## config.mk

```make
export PLATFORM = sky130hd
export DESIGN_NAME = mem_access_stage
export DESIGN_NICKNAME = d
export VERILOG_FILES = /design/src/rtl/mem_stage_pkg.sv /design/src/rtl/mem_access_stage_exmem_reg.sv /design/src/rtl/mem_access_stage.sv
export SDC_FILE = /design/constraint.sdc
export NUM_CORES = 1
export LEC_CHECK = 0
export BUFFER_PORTS_ARGS = -buffer_cell sky130_fd_sc_hd__buf_2
export CAP_MARGIN = 20
export CORE_AREA = 2 2 229 231
export DETAILED_ROUTE_END_ITERATION = 12
export DIE_AREA = 0 0 231 233
export GPL_TIMING_DRIVEN = 0
export HOLD_SLACK_MARGIN = 0.05
export PLACE_DENSITY_LB_ADDON = 0.1
export SETUP_SLACK_MARGIN = 0.3
export SLEW_MARGIN = 20
export SYNTH_ARGS = -nofsm -noshare
export SYNTH_HDL_FRONTEND = slang
export SYNTH_SLANG_ARGS = --single-unit
```

## constraint.sdc

```tcl
create_clock -name clk -period 1.85 [get_ports clk]
set_input_delay 0 -clock clk [delete_from_list [all_inputs] [get_ports clk]]
set_output_delay 0 -clock clk [all_outputs]
set_load 0.02 [all_outputs]
```

## src/rtl/mem_stage_pkg.sv

```systemverilog
// Shared types and constants for the memory-access pipeline stage.
package mem_stage_pkg;

  localparam int DATA_W_DEF      = 64;
  localparam int TIMEOUT_CYC_DEF = 32;
  localparam logic [2:0] ALIGN_MASK = 3'b111;

  typedef enum logic {
    IDLE   = 1'b0,
    ACCESS = 1'b1
  } state_t;

  function automatic logic is_aligned(input logic [2:0] addr_lo);
    return (addr_lo & ALIGN_MASK) == 3'b000;
  endfunction

endpackage

```

## src/rtl/mem_access_stage_exmem_reg.sv

```systemverilog
// EX/MEM pipeline register: enable-gated capture of the execute-stage fields,
// synchronous active-low reset clears every field.
import mem_stage_pkg::*;

module exmem_reg #(
  parameter int DATA_W = DATA_W_DEF
) (
  input  logic              clk,
  input  logic              reset,
  input  logic              en,
  input  logic              vld_d,
  input  logic              rd_d,
  input  logic              wr_d,
  input  logic              br_d,
  input  logic              zero_d,
  input  logic [DATA_W-1:0] alu_d,
  input  logic [DATA_W-1:0] wdata_d,
  input  logic [DATA_W-1:0] pcb_d,
  output logic              vld_p0,
  output logic              rd_p0,
  output logic              wr_p0,
  output logic              br_p0,
  output logic              zero_p0,
  output logic [DATA_W-1:0] alu_p0,
  output logic [DATA_W-1:0] wdata_p0,
  output logic [DATA_W-1:0] pcb_p0
);

  always_ff @(posedge clk) begin
    if (!reset) begin
      vld_p0   <= 1'b0;
      rd_p0    <= 1'b0;
      wr_p0    <= 1'b0;
      br_p0    <= 1'b0;
      zero_p0  <= 1'b0;
      alu_p0   <= '0;
      wdata_p0 <= '0;
      pcb_p0   <= '0;
    end else if (en) begin
      vld_p0   <= vld_d;
      rd_p0    <= rd_d & vld_d;
      wr_p0    <= wr_d & vld_d;
      br_p0    <= br_d & vld_d;
      zero_p0  <= zero_d;
      alu_p0   <= alu_d;
      wdata_p0 <= wdata_d;
      pcb_p0   <= pcb_d;
    end
  end

endmodule

```

## src/rtl/mem_access_stage.sv

```systemverilog
// Memory stage: EX/MEM register, req/ack data-memory FSM, branch resolution.
// Optional MEM_TIMEOUT_EN adds an ACCESS watchdog and the memFault_M output.
import mem_stage_pkg::*;

module mem_access_stage #(
  parameter int DATA_W      = DATA_W_DEF,
  parameter int TIMEOUT_CYC = TIMEOUT_CYC_DEF
) (
  input  logic              clk,
  input  logic              reset,
  input  logic              valid_E,
  input  logic              memRead_E,
  input  logic              memWrite_E,
  input  logic              branch_E,
  input  logic [DATA_W-1:0] aluResult_E,
  input  logic [DATA_W-1:0] writeData_E,
  input  logic [DATA_W-1:0] PCBranch_E,
  input  logic              zero_E,
  output logic              memReq,
  output logic              memWe,
  output logic [DATA_W-1:0] memAddr,
  output logic [DATA_W-1:0] memWdata,
  input  logic [DATA_W-1:0] memRdata,
  input  logic              memAck,
  output logic              stall_M,
  output logic              valid_M,
  output logic [DATA_W-1:0] readData_M,
  output logic [DATA_W-1:0] aluResult_M,
  output logic [DATA_W-1:0] PCBranch_M,
  output logic              PCSrc_M,
`ifdef MEM_TIMEOUT_EN
  output logic              memFault_M,
`endif
  output logic              misaligned_M
);

  state_t            state, state_n;
  logic              vld_p0, rd_p0, wr_p0, br_p0, zero_p0;
  logic [DATA_W-1:0] alu_p0, wdata_p0, pcb_p0;
  logic              pend_p1;
  logic              in_access, timeout, done, capture;
  logic              acc_e, rep_e;

  assign acc_e = valid_E & (memRead_E | memWrite_E) & is_aligned(aluResult_E[2:0]);
  assign rep_e = valid_E & ~acc_e;

  assign in_access = (state == ACCESS);
  assign done      = in_access & (memAck | timeout);
  // pend_p1 holds upstream for one cycle when a completing access and a
  // newly captured non-access op would both need the single result slot.
  assign stall_M   = (in_access & ~memAck & ~timeout) | pend_p1;
  assign capture   = ~stall_M;

  assign memReq   = in_access & vld_p0;
  assign memWe    = memReq & wr_p0;
  assign memAddr  = memReq ? alu_p0   : '0;
  assign memWdata = memReq ? wdata_p0 : '0;

  // ---- EX -> MEM boundary ----
  exmem_reg #(.DATA_W(DATA_W)) u_exmem (
    .clk      (clk),
    .reset    (reset),
    .en       (capture),
    .vld_d    (valid_E),
    .rd_d     (memRead_E),
    .wr_d     (memWrite_E),
    .br_d     (branch_E),
    .zero_d   (zero_E),
    .alu_d    (aluResult_E),
    .wdata_d  (writeData_E),
    .pcb_d    (PCBranch_E),
    .vld_p0   (vld_p0),
    .rd_p0    (rd_p0),
    .wr_p0    (wr_p0),
    .br_p0    (br_p0),
    .zero_p0  (zero_p0),
    .alu_p0   (alu_p0),
    .wdata_p0 (wdata_p0),
    .pcb_p0   (pcb_p0)
  );

`ifdef MEM_TIMEOUT_EN
  logic [31:0] to_cnt_p0;
  assign timeout = in_access & ~memAck & (to_cnt_p0 == 32'(TIMEOUT_CYC - 1));

  always_ff @(posedge clk) begin
    if (!reset || !in_access || memAck || timeout) to_cnt_p0 <= '0;
    else                                           to_cnt_p0 <= to_cnt_p0 + 32'd1;
  end
`else
  assign timeout = 1'b0;
`endif

  always_comb begin
    state_n = state;
    if (capture) state_n = acc_e ? ACCESS : IDLE;
  end

  always_ff @(posedge clk) begin
    if (!reset) state <= IDLE;
    else        state <= state_n;
  end

  // ---- MEM result boundary ----
  always_ff @(posedge clk) begin
    if (!reset) begin
      valid_M      <= 1'b0;
      PCSrc_M      <= 1'b0;
      misaligned_M <= 1'b0;
      pend_p1      <= 1'b0;
      readData_M   <= '0;
      aluResult_M  <= '0;
      PCBranch_M   <= '0;
`ifdef MEM_TIMEOUT_EN
      memFault_M   <= 1'b0;
`endif
    end else begin
      valid_M      <= 1'b0;
      PCSrc_M      <= 1'b0;
      misaligned_M <= 1'b0;
      pend_p1      <= 1'b0;
`ifdef MEM_TIMEOUT_EN
      memFault_M   <= 1'b0;
`endif
      if (done) begin
        valid_M     <= 1'b1;
        aluResult_M <= alu_p0;
        PCBranch_M  <= pcb_p0;
        readData_M  <= (memAck & rd_p0 & ~wr_p0) ? memRdata : '0;
        pend_p1     <= rep_e;
`ifdef MEM_TIMEOUT_EN
        memFault_M  <= timeout;
`endif
      end else if (pend_p1) begin
        valid_M      <= 1'b1;
        aluResult_M  <= alu_p0;
        PCBranch_M   <= pcb_p0;
        PCSrc_M      <= br_p0 & zero_p0;
        misaligned_M <= rd_p0 | wr_p0;
        readData_M   <= '0;
      end else if (capture && rep_e) begin
        valid_M      <= 1'b1;
        aluResult_M  <= aluResult_E;
        PCBranch_M   <= PCBranch_E;
        PCSrc_M      <= branch_E & zero_E;
        misaligned_M <= memRead_E | memWrite_E;
        readData_M   <= '0;
      end
    end
  end

endmodule
```

=== After elaboration in Yosys (flattened, before gate mapping) ===
Index checks and enable logic that the tools add are counted.
W data, S select, Z words.

* Input bits: 264
* Word-level logic and storage cells: 63
* Flip-flop bits (word level): 394

* Reductions and logical operators: 5
* Bitwise operators: 22
* Muxes and demuxes: 20

{| class="wikitable"
|+ Operators by type and width
! operator !! count
|-
| $mux W64 || 12
|-
| $and A1 B1 Y1 || 14
|-
| $mux W1 || 8
|-
| $not A1 Y1 || 5
|-
| $logic_not A3 Y1 || 1
|-
| $or A1 B1 Y1 || 3
|-
| $reduce_bool A3 Y1 || 1
|-
| $reduce_and A2 Y1 || 1
|-
| $reduce_or A2 Y1 || 1
|-
| $logic_and A1 B1 Y1 || 1
|}

=== Longest topological paths before layout ===
* Word-level depth: 9
* Depth in mapped cells: 8

=== Cells and area by module ===
Synthesis repeated with hierarchy kept, for this count alone.

* Cell total of the unflattened synthesis: 1756
* Area, all modules: 17133.9 µm²

{| class="wikitable"
|+ By module, submodules not included
! module !! instances !! cells each !! sequential area each (µm²) !! area each (µm²)
|-
| mem_access_stage || 1 || 1118 || 3943.8 || 9559.2
|-
| exmem_reg || 1 || 638 || 3943.8 || 7574.8
|}

=== Worst setup path after synthesis ===
OpenSTA, ideal clock, no wires.

* Kind: reg2reg
* Start: register state (netlist: in_access)
* End: register PCBranch_M[15]
* Stages on the path, launching flop included: 8
* Arrival time: 1699 ps
* Library setup time: 147 ps
* Setup slack: 4 ps
* Path through: dfxtp_1 -> or4_1 -> o32a_1 -> buf_6 -> buf_2 -> buf_2 -> nor2_1 -> a311oi_2

* Longest elaborated chain between the ends: 5
* Elaborated cells between the ends (all ways): 7

{| class="wikitable"
|+ Ends and longest elaborated chain
! element !! RTL line !! text
|-
| start: declaration || mem_access_stage.sv:37 || <nowiki>state_t state, state_n;</nowiki>
|-
| start signal: assignment || mem_access_stage.sv:101 || <nowiki>else state <= state_n;</nowiki>
|-
| $and A1 B1 Y1 || mem_access_stage.sv:51 || <nowiki>assign stall_M = (in_access & ~memAck & ~timeout) | pend_p1;</nowiki>
|-
| $or A1 B1 Y1 || mem_access_stage.sv:51 ||
|-
| $not A1 Y1 || mem_access_stage.sv:52 || <nowiki>assign capture = ~stall_M;</nowiki>
|-
| $logic_and A1 B1 Y1 || mem_access_stage.sv:141 || <nowiki>end else if (capture && rep_e) begin</nowiki>
|-
| $reduce_bool A3 Y1 (no source line) || n/a ||
|-
| end signal: assignment || mem_access_stage.sv:128 || <nowiki>PCBranch_M <= pcb_p0;</nowiki>
|-
| end signal: assignment || mem_access_stage.sv:137 || <nowiki>PCBranch_M <= pcb_p0;</nowiki>
|-
| end signal: assignment || mem_access_stage.sv:144 || <nowiki>PCBranch_M <= PCBranch_E;</nowiki>
|-
| end: declaration || mem_access_stage.sv:29 || <nowiki>output logic [DATA_W-1:0] PCBranch_M,</nowiki>
|}

Parallel ways exist; a longest one is shown, timed or not.
A chain may end at the register's enable or synchronous reset.

=== Final worst setup path ===
* Start: register state (netlist: in_access)
* End: register readData_M[41]

* Longest elaborated chain between the ends: 5
* Elaborated cells between the ends (all ways): 7

{| class="wikitable"
|+ Ends and longest elaborated chain
! element !! RTL line !! text
|-
| $and A1 B1 Y1 || mem_access_stage.sv:51 ||
|-
| $or A1 B1 Y1 || mem_access_stage.sv:51 ||
|-
| $not A1 Y1 || mem_access_stage.sv:52 ||
|-
| $logic_and A1 B1 Y1 || mem_access_stage.sv:141 ||
|-
| $reduce_bool A3 Y1 (no source line) || n/a ||
|-
| end signal: assignment || mem_access_stage.sv:129 || <nowiki>readData_M <= (memAck & rd_p0 & ~wr_p0) ? memRdata : '0;</nowiki>
|-
| end: declaration || mem_access_stage.sv:27 || <nowiki>output logic [DATA_W-1:0] readData_M,</nowiki>
|}

Parallel ways exist; a longest one is shown, timed or not.

==> results by group <==
Global route
  • Maximum number of pins on one net before global-route repair: 13
  • Number of global-route vias before repair: 17.43k
  • Number of antenna violations at the first check in global routing: 3
  • GRT Util Overall: 0.2437
  • First-pass GRT wire length: 102000 um
  • Remaining global-route overflow: 0

Setup path
  • Endpoint kind of the worst setup timing path: register
  • Setup Crit Path Kind: reg -> reg
  • Largest fanout on the critical path: 10
  • Startpoint kind of the worst setup timing path: register
  • Signal arrival time at the worst endpoint: approximately 2.4 ns
  • Worst EP required: 2.36 ns

Pwr
  • Power per Cell Area: between 800 and 900 nW/um^2
  • Peak VDD IR: 637.2 uV
  • Overall power of the completed layout: between 20 and 25 mW
  • Cell leakage power: between 10 and 15 nW

Routing
  • DRC violation count after routing: 0
  • Routed length per instance: 19.38 um
  • Per-cell via count in the routed design: roughly 4.9
  • Remaining antenna violation count: 0
  • Routed wire length: 68640 um
  • First-pass iteration count of the detailed router: 5
  • Detailed router's first-iteration violation count: between 800 and 900
  • Total via count after detailed routing: 17.32k

Placed design
  • Placement Cell Area: between 20000 and 25000 um^2
  • Input/output buffers: just under 600
  • Post-DP HPWL: 47610 um
  • Final estimated routing congestion in global placement: 0.8629

CTS
  • Longest Clk Path Bufs: 3
  • Hold Buf Count CTS: around 260
  • Clock root buffer: sky130_fd_sc_hd__clkbuf_16
  • Clock tree from TritonCTS: done
  • Worst-path clk slew: about 0.060 ns
  • TritonCTS Buffers: 46
  • Number of levels in the clock H-tree: 2
  • Clk sink count: between 300 and 400
  • Clk_lat worst skew: 0.57 ns

Floorplanning
  • Initial Utilization: 0.3141
  • Die footprint: between 50000 and 60000 um^2
  • Horizontal die dimension: 231 um
  • I/O pin count: 590
  • Number of cell rows: 83
  • Die height: around 230 um
  • Core area: between 50000 and 60000 um^2

STA
  • Final setup vio count: around 190
  • Rel. slew slack: 0.4069
  • Final count of hold timing violations: 2
  • Maximum operating frequency: between 500 and 600 MHz
  • Worst hold margin: -0.2727 ns
  • Clock Skew: approximately 0.01 ns
  • Worst slew pin tran: about 0.9 ns
  • Max Slew Vio Count: 0
  • Unrepaired setup endpoints after global routing: yes
  • Post-layout min period: 1.919 ns
  • Slack of the critical path: -0.06910 ns
  • Fraction of the cycle the final worst path needs: 1.037

Synthesis
  • Total of flip-flops plus latches after synthesis: 394
  • Post-synthesis instance area: ~16000 um^2
  • Compound-Gate Fraction of Synth Area: 0.2164
  • Count of distinct cell types in the synthesized netlist: 26
  • Multiplexer fraction of the synthesized cell area: 0
  • Portion of synthesized cell area occupied by the leading cell type: 0.4915
  • Simple-gate share of the synthesized area: 0.2393
  • Post-Syn Nets: between 2k and 2.5k
  • Main combinational cell family by area after synthesis: simple AND/OR/NAND/NOR gates
  • Sequential fraction of the synthesis area: 0.4915
  • Average size of a mapped cell: roughly 8.4 um^2
  • Cells taking the most area after synthesis: sky130_fd_sc_hd__dfxtp_1 (49%), sky130_fd_sc_hd__nand2_1 (15%), sky130_fd_sc_hd__a311oi_2 (11%)
  • Warnings from Yosys: 0
  • Syn Inst Count: 1900
  • Post-synthesis cell type with the largest combined area: sky130_fd_sc_hd__dfxtp_1
  • Share of the synthesized netlist area taken by xor and xnor gates: 0
  • Adder-cell area share of the yosys netlist: 0

Finish
  • Most common cell after layout, fill and taps aside: sky130_fd_sc_hd__nand2_1
  • Ratio of cells with drive above 1 in the final layout: 0.3934
  • Total number of nets in the final design: between 3k and 4k
  • Synth-to-Final Area Change: 66.50%
  • Commonest cells after routing, fill and taps aside: sky130_fd_sc_hd__nand2_1 (623), sky130_fd_sc_hd__buf_2 (517), sky130_fd_sc_hd__dfxtp_1 (392)
  • Area of all placed cells without fillers: about 27000 um^2

Status
  • Result of the run: finished with violations
  • Violated checks: hold timing, setup timing

Run
  • Max_cap viols: 0

Min path
  • Class of the most critical hold timing path: in -> reg
==> worst paths after layout <==
kind,from,endpoint,slack (ns),cells past startpoint
hold reg to reg,u_exmem.wdata_p0[39],u_exmem.wdata_p0[39],0.45,2
setup / recovery,in_access,readData_M[41],-0.07,6
setup reg to reg,in_access,readData_M[41],-0.07,6
hold / removal,aluResult_E[0],u_exmem.alu_p0[0],-0.27,3
==> flip-flops by register name (all words and copies together) (netlist names), 64 cells and up <==
| signal | flops |
|---|---|
| u_exmem.pcb_p0 | 64 |
| PCBranch_M | 64 |
| readData_M | 64 |
| u_exmem.alu_p0 | 64 |
| aluResult_M | 64 |
| u_exmem.wdata_p0 | 64 |
==> cell type report <==
cell class	count	area (um^2)
inverter	3	11.26
clock buffer	68	1418
antenna	2	5.005
tap	680	850.8
sequential	394	7893
clock inverter	11	155.1
timing repair buffer	881	6395
fill	4905	24370
multi-input combinational	1324	8366
buffer	179	1629
==> worst max-delay path, cell delays in order (launching register included) <==
cell,delay (ns)
sky130_fd_sc_hd__dfxtp_2,0.34
sky130_fd_sc_hd__or4_1,0.40
sky130_fd_sc_hd__o32a_1,0.34
sky130_fd_sc_hd__buf_6,0.18
sky130_fd_sc_hd__nor2_8,0.24
sky130_fd_sc_hd__buf_6,0.18
sky130_fd_sc_hd__a22o_1,0.15
==> per-stage QoR <==
step / cells / TNS, ns / util / setup WS, ns
floorplan: 1900 / 0 / - / 0.08926
global placement: 3169 / -216.62 / 0.4078 / -0.7531
detailed placement: 3169 / -224.43 / 0.4078 / -0.8137
CTS: 3536 / -7.693 / 0.5179 / -0.07043
global route: 3542 / -18.49 / 0.5230 / -0.1287
finish: 3542 / -8.629 / 0.5230 / -0.06910
==> logic make-up after synthesis <==
group,after synthesis
compound gates,399
flops,394
buf+inv,182
simple gates,925
==> Yosys cell counts (all sizes together) <==
cell type / n
a22o: 64
or3: 3
nor2: 131
o21ai: 3
a21oi: 202
a311oi: 128
nand3: 5
o32a: 1
inv: 3
nor2b: 1
nand2: 651
dfxtp: 394
buf: 50
or4: 1
nor3: 1
nor3b: 1
and3: 129
a21o: 1
clkbuf: 129
and2: 2
==> per-layer routing <==
layer  share of wire  vias to the layer above  track usage  wire length [um]
li1                -                     8362            -                 -
met1            0.41                     8284       0.2946             28070
met2            0.50                      566       0.4293             34240
met3           0.062                      106      0.04877              4276
met4           0.030                        0      0.08387              2060
met5               0                        -            0                 0
==> repair_timing <==
| item | in CTS | in global routing |
|---|---|---|
| setup endpoints to repair | 523 | 518 |
| pin swaps | 57 | 0 |
| buffers inserted | 11 | 0 |
| resized for setup | 337 | 112 |
| gates cloned | 14 | 4 |
| endpoints found under the hold margin | 394 | 2 |
==> power by group <==
group          internal, mW  total (mW)  switching, mW  leakage, nW
Combinational          1.57        3.38           1.81         8.53
Clock                  5.82        9.50           3.68        0.782
Sequential             8.98        9.36          0.382         3.26
Total                  16.4        22.2           5.88         12.6
Power figures use the tool's default switching activity.
